$ cat src/rtl/overlap_save_pkg.sv
// Shared types and helpers for the overlap-save framer.
// Counter widths derive from cnt_width() in the top, since a package cannot see module parameters.
package overlap_save_pkg;

  typedef enum logic [0:0] {
    StFill,
    StRun
  } state_e;

  // $clog2 with a floor of one bit, so a counter over a single value still has a width.
  function automatic int unsigned cnt_width(input int unsigned n);
    return (n > 1) ? $clog2(n) : 1;
  endfunction

endpackage

$ cat src/rtl/os_shift_buffer.sv
// N_FFT x NB_DATA shift register. Index 0 is the oldest sample; new samples enter the top slice.
// Exposes the next-state contents so the framer can snapshot a frame that includes this cycle's sample.
module os_shift_buffer #(
  parameter int unsigned NB_DATA = 16,
  parameter int unsigned N_FFT   = 32
) (
  input  logic                       i_clk,
  input  logic                       i_rst_n,
  input  logic                       i_shift,
  input  logic [NB_DATA-1:0]         i_data,
  output logic [NB_DATA*N_FFT-1:0]   o_taps_next
);

  logic [NB_DATA*N_FFT-1:0] taps_q;

  always_comb begin
    o_taps_next = taps_q;
    if (i_shift) begin
      o_taps_next = {i_data, taps_q[NB_DATA*N_FFT-1:NB_DATA]};
    end
  end

  always_ff @(posedge i_clk) begin
    if (!i_rst_n) begin
      taps_q <= '0;
    end else begin
      taps_q <= o_taps_next;
    end
  end

endmodule

$ cat src/rtl/overlap_save_framer.sv
// Overlap-save input framer: serial samples in, N_FFT-sample frames advancing by N_HOP out.
// Define OVERLAP_SAVE_ZERO_PREFILL_EN to start in RUN with a zeroed buffer (first frame after N_HOP).
module overlap_save_framer
  import overlap_save_pkg::*;
#(
  parameter int unsigned NB_DATA      = 16,
  parameter int unsigned N_FFT        = 32,
  parameter int unsigned N_HOP        = 16,
  parameter int unsigned NB_FRAME_CNT = 8
) (
  input  logic                       i_clk,
  input  logic                       i_rst_n,
  input  logic                       i_valid,
  input  logic [NB_DATA-1:0]         i_data,
  output logic                       o_ready,
  output logic                       o_valid,
  input  logic                       i_ready,
  output logic [NB_DATA*N_FFT-1:0]   o_data,
  output logic [NB_FRAME_CNT-1:0]    o_frame_cnt
);

  localparam int unsigned NB_FILL_CNT = cnt_width(N_FFT);
  localparam int unsigned NB_HOP_CNT  = cnt_width(N_HOP);
  localparam logic [NB_FILL_CNT-1:0] FillMax = NB_FILL_CNT'(N_FFT - 1);
  localparam logic [NB_HOP_CNT-1:0]  HopMax  = NB_HOP_CNT'(N_HOP - 1);

`ifdef OVERLAP_SAVE_ZERO_PREFILL_EN
  localparam state_e StReset = StRun;
`else
  localparam state_e StReset = StFill;
`endif

  state_e                      state_q, state_d;
  logic [NB_FILL_CNT-1:0]      fill_cnt_q, fill_cnt_d;
  logic [NB_HOP_CNT-1:0]       hop_cnt_q, hop_cnt_d;
  logic                        valid_q, valid_d;
  logic [NB_DATA*N_FFT-1:0]    frame_q, frame_d;
  logic [NB_FRAME_CNT-1:0]     frame_cnt_q, frame_cnt_d;
  logic [NB_DATA*N_FFT-1:0]    taps_next;
  logic                        acc;
  logic                        snap;
  logic                        frame_done_next;

  // Stall only when the sample we would take completes a frame that has nowhere to go.
  always_comb begin
    frame_done_next = (state_q == StFill) ? (fill_cnt_q == FillMax) : (hop_cnt_q == HopMax);
    o_ready         = !(frame_done_next && valid_q && !i_ready);
    acc             = i_valid && o_ready;
  end

  os_shift_buffer #(
    .NB_DATA (NB_DATA),
    .N_FFT   (N_FFT)
  ) u_shift_buffer (
    .i_clk       (i_clk),
    .i_rst_n     (i_rst_n),
    .i_shift     (acc),
    .i_data      (i_data),
    .o_taps_next (taps_next)
  );

  always_comb begin
    state_d    = state_q;
    fill_cnt_d = fill_cnt_q;
    hop_cnt_d  = hop_cnt_q;
    snap       = 1'b0;
    if (acc) begin
      unique case (state_q)
        StFill: begin
          if (fill_cnt_q == FillMax) begin
            snap       = 1'b1;
            state_d    = StRun;
            fill_cnt_d = '0;
            hop_cnt_d  = '0;
          end else begin
            fill_cnt_d = fill_cnt_q + NB_FILL_CNT'(1);
          end
        end
        StRun: begin
          if (hop_cnt_q == HopMax) begin
            snap      = 1'b1;
            hop_cnt_d = '0;
          end else begin
            hop_cnt_d = hop_cnt_q + NB_HOP_CNT'(1);
          end
        end
        default: state_d = StReset;
      endcase
    end
  end

  // A snapshot wins over consumption, so back-to-back frames leave no bubble.
  always_comb begin
    valid_d     = valid_q;
    frame_d     = frame_q;
    frame_cnt_d = frame_cnt_q;
    if (snap) begin
      valid_d     = 1'b1;
      frame_d     = taps_next;
      frame_cnt_d = frame_cnt_q + NB_FRAME_CNT'(1);
    end else if (valid_q && i_ready) begin
      valid_d = 1'b0;
    end
  end

  always_ff @(posedge i_clk) begin
    if (!i_rst_n) begin
      state_q     <= StReset;
      fill_cnt_q  <= '0;
      hop_cnt_q   <= '0;
      valid_q     <= 1'b0;
      frame_q     <= '0;
      frame_cnt_q <= '0;
    end else begin
      state_q     <= state_d;
      fill_cnt_q  <= fill_cnt_d;
      hop_cnt_q   <= hop_cnt_d;
      valid_q     <= valid_d;
      frame_q     <= frame_d;
      frame_cnt_q <= frame_cnt_d;
    end
  end

  assign o_valid     = valid_q;
  assign o_data      = frame_q;
  assign o_frame_cnt = frame_cnt_q;

endmodule

$ cat config.mk
export PLATFORM = sky130hd
export DESIGN_NAME = overlap_save_framer
export DESIGN_NICKNAME = d
export VERILOG_FILES = /design/src/rtl/overlap_save_pkg.sv /design/src/rtl/os_shift_buffer.sv /design/src/rtl/overlap_save_framer.sv
export SDC_FILE = /design/constraint.sdc
export NUM_CORES = 2
export LEC_CHECK = 0
export CORE_MARGIN = 2
export CORE_UTILIZATION = 40
export DETAILED_ROUTE_END_ITERATION = 7
export GPL_TIMING_DRIVEN = 0
export HOLD_SLACK_MARGIN = 0.03
export SLEW_MARGIN = 30
export SYNTH_ARGS = -nofsm -noshare
export SYNTH_HDL_FRONTEND = slang
export SYNTH_SLANG_ARGS = --single-unit
$ cat constraint.sdc
create_clock -name i_clk -period 2.85 [get_ports i_clk]
set_input_delay 0.4275 -clock i_clk [delete_from_list [all_inputs] [get_ports i_clk]]
set_output_delay 0.4275 -clock i_clk [all_outputs]
set_load 0.02 [all_outputs]
==> summary.txt <==
Clock sink count - 1027
Die height - 304.2 µm
Worst-Skew Late Latency - 0.68 ns
Final setup TNS - 0 ns
Number of global-route vias before repair - 28550
Routed WL per cell - 19.58 µm
Commonest non-fill, non-tap cells in the layout - 1548 x nand2_1, 1026 x dfxtp_1, 539 x clkdlybuf4s50_1
Async SR Flop Fraction - 0
Critical Path, Cell by Cell - ha_1 > and3_1 > ha_1 > buf_2 > nand2b_1 > nand2_1 > nand2_1 > buf_2
Synth Flop Type - dfxtp_1
Final hold vios - 0
Layout cells sized above 1 - 0.07522
Number of core rows - 110
Post-synth EDFFs - 0
Worst Hold Slack - 0.3461 ns
Grt total ovfl - 0
Share of the synthesized area in the top cell type - 0.5704
Post-synthesis cell area - 36040 µm²
Layout Utilization - 0.5181
Placeable Area - 89600 µm²
Routed WL - 114.9 mm
Post-synth top area cell - dfxtp_1
Final ANT Viol Nets - 0
GRT Total Usage - 0.2407
Diode count - 0
Worst rel slew slack - 0.4088
Initial core utilization - 0.4023
Ys Warns - 0
Psw - 6.439 mW
Pwr Density - 627.8 nW/µm²
VDD IR max - 0.4452 mV
CP Launch Type - register
IO buf count - 540
First-pass GRT wire length - 172.0 mm
Largest net degree at the start of global routing - 16
CP max stage delay - 0.34 ns
GP Congestion - 0.8491
#FFs+latches synth - 1027
Buf/Inv on CP - 2
Final period utilization - 0.9300
Sequential area share after synthesis - 0.5704
Clk Tree Root Cell - clkbuf_16
IO Count - 542
CTS tree - yes
Internal - 22.70 mW
Synth Net Count - 3985
Count of different cell masters after synthesis - 40
Hold Path Class - in -> reg
Die ar. - 92530 µm²
Via count - 28960
Combinational Power Share - 0.027
Detailed Routing Iterations Pass 1 - 7
Total chip power - 29.14 mW
1st-iter DRT viols - 1631
Skew final - 0.06192 ns
H-tree levels - 3
Initial antenna violation count - 0
Status - completed
Slew Viols, Final - 0
DR DRC count - 0
Max clock buf depth - 3
Cell count after synthesis - 3961
Sw Ratio - 0.2210
Top delay family on crit path - simple AND/OR/NAND/NOR gates
Crit. End Element - output port
FMAX - 377.3 MHz
RSZ-0062 raised after global routing - no
Post-Syn Area per Cell - 9.100 µm²
Final setup vio count - 0
Crit path kind - reg -> out
Post-DR vias/cell - 4.934
Slew @ Worst Pin - 0.8868 ns
Clock share of power - 0.479
Sequential share of power - 0.494
Clock transition at path regs - 0.06 ns
Nets - 4633
Most common cell after layout, fill and taps aside - nand2_1
Pleak - 17.16 nW
Period minus WS final - 2.651 ns
Critical Path AT - 2.22 ns
DIE WIDTH - 304.2 µm
CTS buffer count - 106
Ranking of synthesized cells by area - dfxtp_1 57%, nand2_1 16%, mux2i_1 14%
Layout area overhead - 28.79%
Slowest library cell on the worst path - dfxtp_2
DP Wirelength - 87.17 mm
Max-Cap Viols - 0
Req. time, crit path - 2.42 ns
Critical-path maximum fanout - 9
final timing paths:
| path | startpoint | to | slack [ns] | cells after the start |
|---|---|---|---|---|
| hold reg to reg | u_shift_buffer.taps_q[423] | o_data[407] | 0.40 | 2 |
| setup / recovery | fill_cnt_q[0] | o_ready | 0.20 | 8 |
| setup reg to reg | fill_cnt_q[1] | u_shift_buffer.taps_q[113] | 0.20 | 11 |
| hold / removal | i_data[14] | o_data[510] | 0.35 | 3 |
power groups by stage:
stage / clock, mW / combinational, mW / sequential [mW]
2_1_floorplan: 0 / 0.550 / 14.7
3_3_place_gp: 0 / 0.782 / 14.7
3_5_place_dp: 0 / 0.781 / 14.7
4_1_cts: 14.2 / 0.785 / 14.4
5_1_grt: 14.8 / 0.836 / 14.4
6_report: 14.0 / 0.781 / 14.4
state kept, by name, indices dropped and copies added (netlist names):
signal                 count
o_data                   512
state_q                    1
o_frame_cnt                8
fill_cnt_q                 5
o_valid                    1
u_shift_buffer.taps_q    496
hop_cnt_q                  4
through the flow:
step,area (µm²),worst slack (ns),std cells
6_report,46420,0.1994,5869
5_1_grt,46420,0.01518,5869
4_1_cts,46420,0.02404,5869
3_5_place_dp,42920,0.03674,5677
3_3_place_gp,42920,0.04525,5677
2_1_floorplan,36040,0.7935,3961
cell type report:
class / instances / area (µm²)
fill: 8567 / 43180
sequential: 1027 / 20560
multi-input combinational: 2638 / 13880
timing repair buffer: 540 / 5400
clock buffer: 142 / 2939
buffer: 292 / 1597
tap: 1176 / 1471
clock inverter: 50 / 554.3
inverter: 4 / 15.01
cell families (layout without fill, tap and decap cells):
family | Yosys count | after routing | share of synthesized area
simple gates | 1588 | 1588 | 0.1674
buf+inv | 296 | 1028 | 0.04443
xor+xnor | 1 | 1 | 0.0002430
mux | 499 | 499 | 0.1386
flops | 1027 | 1027 | 0.5704
fa+ha+maj | 4 | 4 | 0.001389
compound gates | 546 | 546 | 0.07755
Yosys cell counts, types with 2 or more instances:
cell / instances
nand2b_1: 3
inv_1: 3
a31oi_1: 2
nor2_1: 10
buf_6: 13
or4_1: 2
o31ai_1: 2
nor3_1: 3
nor3b_1: 2
nand4_1: 4
mux2i_1: 499
o21ai_0: 3
nand2_1: 1548
ha_1: 4
o22ai_1: 2
dfxtp_1: 1027
a22oi_1: 2
clkbuf_1: 116
nand3_1: 7
nor2b_1: 2
o21bai_1: 2
buf_2: 86
buf_4: 76
a21o_1: 3
a21oi_1: 524
or3_1: 2
timing repair:
action | in CTS | in global routing
hold buffers | 0 | 0
gates resized for setup | 3 | 5
endpoints found under the hold margin | 0 | 0
endpoints found under the setup margin | 1 | 244
cloned | 0 | 0
setup buffers | 0 | 0
worst register-to-register path, delay by kind of cell, from the launching register on:
| kind | cells | cell delay, ns |
|---|---|---|
| DFF | 1 | 0.36 |
| buffers and inverters | 4 | 1.16 |
| muxes | 1 | 0.21 |
| and+or+nand+nor | 3 | 0.39 |
| adders and majority gates | 2 | 0.34 |
| AOI/OAI and AO/OA | 1 | 0.11 |
layer usage:
layer,share of wire,vias to the layer above,GRT usage,wire length (µm)
met5,0,-,0,0
li1,-,14310,-,-
met2,0.48,640,0.4077,54810
met4,0.021,0,0.06167,2361
met3,0.065,140,0.05557,7427
met1,0.44,13870,0.3085,50300
No activity file was read; power rests on OpenSTA's default activity.
